## src/rtl/mac_result_serializer_if.sv

```systemverilog
// Handshake bundle between a MAC result producer, the serializer and the narrow result bus.
// The master modport drives words in and accepts beats; the slave side is the serializer.
interface mac_result_serializer_if #(
    parameter int unsigned MAC_CONF_WIDTH = 2,
    parameter int unsigned MAC_MIN_WIDTH  = 8,
    parameter int unsigned MAC_INT_WIDTH  = 5 * MAC_MIN_WIDTH
);
    logic                      in_valid;
    logic                      in_ready;
    logic [MAC_INT_WIDTH-1:0]  in_data;
    logic [MAC_CONF_WIDTH-1:0] in_cfg;
    logic                      out_valid;
    logic                      out_ready;
    logic [MAC_MIN_WIDTH-1:0]  out_data;
    logic                      out_last;

    modport master (
        output in_valid, in_data, in_cfg, out_ready,
        input  in_ready, out_valid, out_data, out_last
    );

    modport slave (
        input  in_valid, in_data, in_cfg, out_ready,
        output in_ready, out_valid, out_data, out_last
    );
endinterface

```

## src/rtl/mac_result_serializer.sv

```systemverilog
// Serializes one wide MAC result into byte beats, LSB first, with a cfg-dependent beat count.
// A new word can be taken on the last beat's accept, giving one beat per cycle sustained.
module mac_result_serializer #(
    parameter int unsigned MAC_CONF_WIDTH = 2,
    parameter int unsigned MAC_MIN_WIDTH  = 8,
    parameter int unsigned MAC_INT_WIDTH  = 5 * MAC_MIN_WIDTH,
    parameter int unsigned CNT_WIDTH      = 3
) (
    input logic                      clk,
    input logic                      rst,
    input logic                      en,
    mac_result_serializer_if.slave   bus
);

    typedef enum logic {StIdle, StSend} state_e;

    state_e                   state_q, state_d;
    logic [CNT_WIDTH-1:0]     cnt_q, cnt_d;
    logic [MAC_INT_WIDTH-1:0] shreg_q, shreg_d;

    logic in_acc;
    logic out_acc;

    // Index of the final beat: reserved cfg falls back to single.
    function automatic logic [CNT_WIDTH-1:0] last_idx(input logic [MAC_CONF_WIDTH-1:0] cfg);
        case (cfg)
            MAC_CONF_WIDTH'(1): last_idx = CNT_WIDTH'(3);
            MAC_CONF_WIDTH'(2): last_idx = CNT_WIDTH'(4);
            default:            last_idx = CNT_WIDTH'(1);
        endcase
    endfunction

    always_comb begin
        bus.out_valid = (state_q == StSend);
        bus.out_last  = (state_q == StSend) && (cnt_q == '0);
        bus.out_data  = shreg_q[MAC_MIN_WIDTH-1:0];
        // Gated by rst so the handshake is refused during the reset cycle itself.
        if (state_q == StIdle) begin
            bus.in_ready = rst;
        end else begin
            bus.in_ready = rst & bus.out_ready & bus.out_last;
        end
        in_acc  = en & bus.in_valid & bus.in_ready;
        out_acc = en & bus.out_valid & bus.out_ready;
    end

    always_comb begin
        state_d = state_q;
        cnt_d   = cnt_q;
        shreg_d = shreg_q;
        if (in_acc) begin
            shreg_d = bus.in_data;
            cnt_d   = last_idx(bus.in_cfg);
            state_d = StSend;
        end else if (out_acc) begin
            if (cnt_q != '0) begin
                shreg_d = shreg_q >> MAC_MIN_WIDTH;
                cnt_d   = cnt_q - CNT_WIDTH'(1);
            end else begin
                state_d = StIdle;
            end
        end
    end

    always_ff @(posedge clk) begin
        if (!rst) begin
            state_q <= StIdle;
            cnt_q   <= '0;
            shreg_q <= '0;
        end else begin
            state_q <= state_d;
            cnt_q   <= cnt_d;
            shreg_q <= shreg_d;
        end
    end

endmodule

```

## src/flat_wrapper.sv

```systemverilog
// flat-port wrapper written by rule: the top's interface ports become plain ports
module mac_result_serializer_flat 
#(
    parameter int unsigned MAC_CONF_WIDTH = 2,
    parameter int unsigned MAC_MIN_WIDTH  = 8,
    parameter int unsigned MAC_INT_WIDTH  = 5 * MAC_MIN_WIDTH,
    parameter int unsigned CNT_WIDTH      = 3
)
  (clk, rst, en, bus_in_valid, bus_in_data, bus_in_cfg, bus_out_ready, bus_in_ready, bus_out_valid, bus_out_data, bus_out_last);
  mac_result_serializer_if #(.MAC_CONF_WIDTH(MAC_CONF_WIDTH), .MAC_MIN_WIDTH(MAC_MIN_WIDTH), .MAC_INT_WIDTH(MAC_INT_WIDTH)) bus_i ();
  input logic clk;
  input logic rst;
  input logic en;
  input wire logic [$bits(bus_i.in_valid)-1:0] bus_in_valid;
  input wire logic [$bits(bus_i.in_data)-1:0] bus_in_data;
  input wire logic [$bits(bus_i.in_cfg)-1:0] bus_in_cfg;
  input wire logic [$bits(bus_i.out_ready)-1:0] bus_out_ready;
  output wire logic [$bits(bus_i.in_ready)-1:0] bus_in_ready;
  output wire logic [$bits(bus_i.out_valid)-1:0] bus_out_valid;
  output wire logic [$bits(bus_i.out_data)-1:0] bus_out_data;
  output wire logic [$bits(bus_i.out_last)-1:0] bus_out_last;
  assign bus_i.in_valid = bus_in_valid;
  assign bus_i.in_data = bus_in_data;
  assign bus_i.in_cfg = bus_in_cfg;
  assign bus_i.out_ready = bus_out_ready;
  assign bus_in_ready = bus_i.in_ready;
  assign bus_out_valid = bus_i.out_valid;
  assign bus_out_data = bus_i.out_data;
  assign bus_out_last = bus_i.out_last;
  mac_result_serializer #(.MAC_CONF_WIDTH(MAC_CONF_WIDTH), .MAC_MIN_WIDTH(MAC_MIN_WIDTH), .MAC_INT_WIDTH(MAC_INT_WIDTH), .CNT_WIDTH(CNT_WIDTH)) u_core (.clk(clk), .rst(rst), .en(en), .bus(bus_i));
endmodule
```

## config.mk

```make
export PLATFORM = sky130hd
export DESIGN_NAME = mac_result_serializer_flat
export DESIGN_NICKNAME = d
export VERILOG_FILES = /design/src/rtl/mac_result_serializer_if.sv /design/src/rtl/mac_result_serializer.sv /design/src/flat_wrapper.sv
export SDC_FILE = /design/constraint.sdc
export NUM_CORES = 1
export LEC_CHECK = 0
export BUFFER_PORTS_ARGS = -buffer_cell sky130_fd_sc_hd__buf_4
export CORE_ASPECT_RATIO = 1.75
export CORE_MARGIN = 8
export CORE_UTILIZATION = 40
export CTS_CLUSTER_DIAMETER = 80
export DETAILED_ROUTE_END_ITERATION = 10
export HOLD_SLACK_MARGIN = 0.06
export PLACE_DENSITY_LB_ADDON = 0.2
export SKIP_LAST_GASP = 1
export SLEW_MARGIN = 20
export SYNTH_ARGS = -nofsm -noshare
export SYNTH_HDL_FRONTEND = slang
export SYNTH_SLANG_ARGS = --single-unit
```

## constraint.sdc

```tcl
create_clock -name clk -period 1.8 [get_ports clk]
set_clock_uncertainty 0.05 [all_clocks]
set_input_delay 0.09 -clock clk [delete_from_list [all_inputs] [get_ports clk]]
set_output_delay 0.09 -clock clk [all_outputs]
set_load 0.05 [all_outputs]
```

# After elaboration in Yosys (flattened, before gate mapping)
# Index checks and enable logic that the tools add are counted.
[classes]
add_sub_neg = 1
n_eq_ne = 3
n_mux = 11
bitwise_logic = 6
reduce_logical = 7
[op_table]
columns = ["cell", "count"]
rows = [
  ["$mux 40", 3],
  ["$mux 3", 3],
  ["$and 1x1->1", 6],
  ["$pmux 3 s2", 1],
  ["$mux 1", 4],
  ["$reduce_and 2->1", 2],
  ["$reduce_bool 2->1", 2],
  ["$logic_not 3->1", 1],
  ["$reduce_bool 3->1", 1],
  ["$sub 3x1->3 const B", 1],
  ["$eq 2x1->1 const B", 1],
  ["$eq 2x2->1 const B", 1],
  ["$ne 2x1->1 const B", 1],
  ["$logic_and 1x1->1", 1],
]
[totals]
reg_bits = 44
in_bits = 47
output_inout_bits = 11
elab_cells = 31

# Longest topological paths before layout
[depth]
word_depth = 7
ltp_mapped = 8
mapped_depth_nobuf = 6

# Worst setup path after synthesis
# No wires, ideal clock.
[synth_path]
kind = "reg2reg"
startpoint = "register u_core.state_q, in the netlist u_core.bus.out_valid"
endpoint = "register u_core.cnt_q[2]"
setup_ps = 86
arrival_ps = 1625
required_time_ps = 1664
path_slack_ps = 39
path_stages_with_launch = 6
n_path_buf = 1
synth_period_minus_slack_ps = 1761
path_cell_list = "dfxtp_1 -> nand3_2 -> nand2b_1 -> buf_2 -> o31a_1 -> a221oi_2"
[synth_between]
elab_chain_len = 6
word_cells_on_any_way = 10
cone_classes = "2 x mux; 4 x bitwise; 4 x reduce/logical"
[synth_lines]
columns = ["item", "line_no", "rtl"]
rows = [
  ["start: declaration", "mac_result_serializer.sv:17", "state_e state_q, state_d;"],
  ["start signal: assignment", "mac_result_serializer.sv:67", "state_q <= StIdle;"],
  ["start signal: assignment", "mac_result_serializer.sv:71", "state_q <= state_d;"],
  ["$logic_and 1x1->1", "mac_result_serializer.sv:35", "bus.out_last = (state_q == StSend) && (cnt_q == '0);"],
  ["$and 1x1->1", "mac_result_serializer.sv:41", "bus.in_ready = rst & bus.out_ready & bus.out_last;"],
  ["$mux 1", "mac_result_serializer.sv:38", "if (state_q == StIdle) begin"],
  ["$and 1x1->1", "mac_result_serializer.sv:43", "in_acc = en & bus.in_valid & bus.in_ready;"],
  ["$reduce_bool 2->1 (no source line)", "--", ""],
  ["$reduce_and 2->1 (no source line)", "--", ""],
  ["end signal: assignment", "mac_result_serializer.sv:72", "cnt_q <= cnt_d;"],
  ["end: declaration", "mac_result_serializer.sv:18", "logic [CNT_WIDTH-1:0] cnt_q, cnt_d;"],
]
# Parallel ways exist; a longest one is shown, timed or not.
# A chain may end at the register's enable or synchronous reset.

# Worst setup path in the final report
[layout_path]
startpoint = "register u_core.cnt_q[0]"
endpoint = "output port bus_out_last"
[layout_between]
elab_chain_len = 2
[layout_lines]
columns = ["item", "line_no", "rtl"]
rows = [
  ["$logic_not 3->1", "mac_result_serializer.sv:35", ""],
  ["$logic_and 1x1->1", "mac_result_serializer.sv:35", ""],
  ["end: declaration", "flat_wrapper.sv:21", "output wire logic [$bits(bus_i.out_last)-1:0] bus_out_last;"],
]
# No other way between the ends.

==> flow_results.xml <==
<?xml version="1.0" encoding="UTF-8"?>
<metrics>
  <group name="synthesis">
    <metric name="synthAdderAreaFrac" unit="">0.01271</metric>
    <metric name="muxShareOfSynthArea" unit="">0</metric>
    <metric name="synth.lib_cells_used.distinct" unit="">26</metric>
    <metric name="post_synth_xor_area_fraction" unit="">0.004447</metric>
    <metric name="synthesis.area_per_instance" unit="µm²">7.693</metric>
    <metric name="synthSimpleGateAreaFrac" unit="">0.1404</metric>
    <metric name="yosys_synthesis_warning_count" unit="">0</metric>
    <metric name="post_synth_inst_count" unit="">256</metric>
    <metric name="synth-seq-area-share" unit="">0.4473</metric>
    <metric name="synth_top_family_by_area" unit="">compound AO/OA/AOI/OAI gates</metric>
    <metric name="synth_area" unit="µm²">1969</metric>
    <metric name="ys_seq_elements" unit="">44</metric>
    <metric name="synth_nets" unit="">305</metric>
    <metric name="synth-compound-area-share" unit="">0.3100</metric>
  </group>
  <group name="detailed_routing">
    <metric name="drt-wirelength-per-cell" unit="µm">13.59</metric>
    <metric name="drtPass1Iterations" unit="">4</metric>
    <metric name="first_iter_violations" unit="">108</metric>
    <metric name="vias_per_cell" unit="">5.105</metric>
    <metric name="detailroute.via_count" unit="">2001</metric>
    <metric name="ant_nets" unit="">0</metric>
    <metric name="route.final.wire_length" unit="µm">5326</metric>
    <metric name="drc" unit="">0</metric>
  </group>
  <group name="global_route">
    <metric name="grt_use_total" unit="">0.1453</metric>
    <metric name="grt_start_max_net_pins" unit="">41</metric>
    <metric name="grt.met3_usage" unit="">0.04098</metric>
    <metric name="gr-usage-met2" unit="">0.2720</metric>
    <metric name="groute.layer.met1.usage" unit="">0.1512</metric>
    <metric name="busiest_layer" unit="">met2</metric>
    <metric name="globalRouteOverflowTotal" unit="">0</metric>
    <metric name="number_of_global_route_vias_before_repair" unit="">2073</metric>
    <metric name="initial_antenna_violation_count" unit="">0</metric>
    <metric name="global_route_wire_length_before_repair" unit="µm">9321</metric>
  </group>
  <group name="die">
    <metric name="ioPinCount" unit="">58</metric>
    <metric name="die_y" unit="µm">108.8</metric>
    <metric name="floorplan.die_area" unit="µm²">7513</metric>
    <metric name="core_area" unit="µm²">4850</metric>
    <metric name="floorplan.rows" unit="">34</metric>
    <metric name="width_of_the_die" unit="µm">69.04</metric>
    <metric name="floorplan.initialDensity" unit="">0.4061</metric>
  </group>
  <group name="worst_setup_path">
    <metric name="cp_slowest_stage_delay" unit="ns">0.32</metric>
    <metric name="critical_path.reg2reg.startpoint" unit="">u_core.cnt_q[0]$_SDFFE_PN0P_</metric>
    <metric name="worst-setup-path-type" unit="">reg -&gt; out</metric>
    <metric name="critical_path.max_fanout" unit="">3</metric>
    <metric name="worst_path_max_delay_cell" unit="">sky130_fd_sc_hd__dfxtp_1</metric>
    <metric name="worstPathCellList" unit="">inv_1 &gt; ha_2 &gt; nor2b_1 &gt; and2_1 &gt; buf_4</metric>
    <metric name="worst-r2r-setup-slack" unit="ns">0.14</metric>
    <metric name="timing.reg2reg.worst_path_depth" unit="">7</metric>
    <metric name="worst_ep_arrival_time" unit="ns">1.56</metric>
    <metric name="cp-end-kind" unit="">output port</metric>
    <metric name="crit-reg2reg-capture" unit="">u_core.shreg_q[17]$_SDFFE_PN0P_</metric>
    <metric name="critical_path.startpoint_type" unit="">flop</metric>
    <metric name="worst_ep_required_time" unit="ns">1.66</metric>
  </group>
  <group name="layout">
    <metric name="num_antenna_cells" unit="">0</metric>
    <metric name="most-common-layout-cells" unit="">73 x sky130_fd_sc_hd__a21oi_1, 61 x sky130_fd_sc_hd__buf_4, 44 x sky130_fd_sc_hd__dfxtp_1, 43 x sky130_fd_sc_hd__nand2_1, 39 x sky130_fd_sc_hd__dlygate4sd3_1</metric>
    <metric name="post_route_cells_drive_above_1_share" unit="">0.2337</metric>
    <metric name="design.final.nets" unit="">386</metric>
    <metric name="mostFrequentLayoutCell" unit="">sky130_fd_sc_hd__a21oi_1</metric>
    <metric name="synthToLayoutAreaGrowth" unit="%">48.03</metric>
  </group>
  <group name="clocking">
    <metric name="worst_skew_pair.late_latency" unit="ns">0.29</metric>
    <metric name="tritoncts" unit="">yes</metric>
    <metric name="worst_setup_hold_path_clk_slew" unit="ns">0.08</metric>
    <metric name="ctsRootBufferMaster" unit="">sky130_fd_sc_hd__clkbuf_8</metric>
    <metric name="cts.repair_timing.setup_buffer_count" unit="">0</metric>
    <metric name="cts-htree-levels" unit="">2</metric>
    <metric name="cts_made_buffers" unit="">5</metric>
    <metric name="cts.sink_count" unit="">44</metric>
    <metric name="number_of_buffers_between_clock_root_and_the_deepest_sink" unit="">2</metric>
  </group>
  <group name="timing">
    <metric name="summed_negative_setup_slack_over_all_endpoints" unit="ns">0</metric>
    <metric name="setup_viol" unit="">0</metric>
    <metric name="final_hold_viol_count" unit="">0</metric>
    <metric name="fin_ws" unit="ns">0.1005</metric>
    <metric name="max_slew.worst_pin.slew" unit="ns">0.3072</metric>
    <metric name="post-route-min-period" unit="ns">1.700</metric>
    <metric name="final.hold.worst_slack" unit="ns">0.07253</metric>
    <metric name="grt_setup_unrepaired" unit="">no</metric>
    <metric name="final-max-slew-violation-count" unit="">0</metric>
    <metric name="worst_slew_margin_rel" unit="">0.7952</metric>
    <metric name="layout_worst_path_cycle_share" unit="">0.9442</metric>
    <metric name="timing.fmax" unit="GHz">0.5884</metric>
  </group>
  <group name="flow_run">
    <metric name="drv.max_cap_violation_count" unit="">0</metric>
  </group>
  <group name="worst_hold_path">
    <metric name="worst_hold_path_type" unit="">in -&gt; reg</metric>
    <metric name="whs_path_depth" unit="">3</metric>
    <metric name="timing.hold.worst_endpoint" unit="">u_core.shreg_q[9]$_SDFFE_PN0P_</metric>
    <metric name="hold_start" unit="">bus_in_data[9]</metric>
  </group>
  <group name="power">
    <metric name="power.leakage" unit="µW">0.001133</metric>
    <metric name="power-per-cell-area" unit="nW/µm²">769.0</metric>
    <metric name="worst_vdd_ir" unit="mV">0.8642</metric>
  </group>
  <group name="placed_design">
    <metric name="place_worst_setup_slack" unit="ns">0.07739</metric>
    <metric name="dpl.hpwl" unit="µm">3396</metric>
    <metric name="weighted_congestion_at_the_end_of_routability_driven_global_placement" unit="">0.7825</metric>
    <metric name="io_buffers" unit="">57</metric>
  </group>
  <group name="run_status">
    <metric name="run_status" unit="">complete, no violations</metric>
  </group>
</metrics>
-- worst max-delay path by stage --
stage | startpoint | to | slack [ns]
after floorplan | u_core.bus.out_valid$_SDFFE_PN0P_ | u_core.cnt_q[2]$_SDFFE_PN0P_ | 0.04
after global placement | u_core.cnt_q[0]$_SDFFE_PN0P_ | u_core.cnt_q[0]$_SDFFE_PN0P_ | 0.14
after detailed placement | u_core.cnt_q[0]$_SDFFE_PN0P_ | u_core.shreg_q[9]$_SDFFE_PN0P_ | 0.08
after CTS | u_core.cnt_q[0]$_SDFFE_PN0P_ | bus_out_last | 0.06
after global routing | u_core.cnt_q[0]$_SDFFE_PN0P_ | u_core.cnt_q[1]$_SDFFE_PN0P_ | 0.01
final | u_core.cnt_q[0]$_SDFFE_PN0P_ | bus_out_last | 0.10
-- power breakdown --
| group | switching [µW] | internal (µW) |
|---|---|---|
| Sequential | 27.8 | 1020 |
| Clock | 340 | 454 |
| Combinational | 191 | 207 |
-- through the flow --
stage / instances / total power, µW / instance area, µm² / util
floorplan: 256 / 1271 / 1969 / -
global placement: 345 / 1398 / 2397 / 0.4943
detailed placement: 345 / 1402 / 2397 / 0.4943
CTS: 392 / 2266 / 2909 / 0.5998
global route: 392 / 2353 / 2915 / 0.6011
finish: 392 / 2242 / 2915 / 0.6011
-- worst max-delay path, delay by kind of cell, from the launching register on --
family                     cells  cell delay, ns
and+or+nand+nor                2            0.44
DFF                            1            0.32
adders and majority gates      1            0.22
buffers and inverters          2            0.28
-- synthesized netlist by cell type --
| master | n | share of area |
|---|---|---|
| sky130_fd_sc_hd__nand3b_4 | 1 | 0.010 |
| sky130_fd_sc_hd__ha_1 | 2 | 0.013 |
| sky130_fd_sc_hd__inv_1 | 3 | 0.0057 |
| sky130_fd_sc_hd__a221oi_2 | 1 | 0.0076 |
| sky130_fd_sc_hd__nor2_2 | 1 | 0.0032 |
| sky130_fd_sc_hd__dfxtp_1 | 44 | 0.45 |
| sky130_fd_sc_hd__nor3b_1 | 1 | 0.0038 |
| sky130_fd_sc_hd__o31a_1 | 1 | 0.0044 |
| sky130_fd_sc_hd__a211oi_2 | 1 | 0.0064 |
| sky130_fd_sc_hd__nand3_1 | 8 | 0.020 |
| sky130_fd_sc_hd__o21ai_0 | 18 | 0.046 |
| sky130_fd_sc_hd__clkbuf_1 | 10 | 0.019 |
| sky130_fd_sc_hd__o21ai_1 | 19 | 0.048 |
| sky130_fd_sc_hd__nand2b_1 | 3 | 0.0095 |
| sky130_fd_sc_hd__buf_4 | 8 | 0.030 |
| sky130_fd_sc_hd__nor2b_1 | 1 | 0.0032 |
| sky130_fd_sc_hd__a21oi_1 | 73 | 0.19 |
| sky130_fd_sc_hd__a31oi_1 | 1 | 0.0032 |
| sky130_fd_sc_hd__and2_1 | 1 | 0.0032 |
| sky130_fd_sc_hd__a211o_1 | 1 | 0.0044 |
| sky130_fd_sc_hd__buf_2 | 11 | 0.028 |
| sky130_fd_sc_hd__nand3_2 | 1 | 0.0051 |
| sky130_fd_sc_hd__xnor2_1 | 1 | 0.0044 |
| sky130_fd_sc_hd__nand2_1 | 43 | 0.082 |
| sky130_fd_sc_hd__inv_2 | 1 | 0.0019 |
| sky130_fd_sc_hd__a31o_1 | 1 | 0.0044 |
-- state kept, by name (all words and copies together) (netlist names) --
name                  flops
u_core.shreg_q           40
u_core.cnt_q              3
u_core.bus.out_valid      1
-- logic make-up (layout without fill, tap and decap cells) --
logic type | Yosys count | in the layout
fa+ha+maj | 2 | 2
compound gates | 116 | 116
flops | 44 | 44
buf+inv | 33 | 115
simple gates | 60 | 60
xor+xnor | 1 | 1
-- what timing repair did --
item	in CTS	in global routing
setup endpoints to repair	0	15
hold buffers	39	0
gates resized for setup	0	4
hold endpoints to repair	39	0
-- routing by layer --
metal  share of wire  wire, µm
met1            0.41      2201
met2            0.51      2730
met3           0.059       315
met4           0.015        79
met5               0         0
-- cell type report --
type	count	area, µm²
Clock inverter	2	38.79
Tap cell	54	67.56
Multi-Input combinational cell	179	930.9
Inverter	4	15.01
Sequential cell	44	880.8
Clock buffer	6	82.58
Timing Repair Buffer	103	899.6
Fill cell	455	1934
No activity file was read; power rests on OpenSTA's default activity.
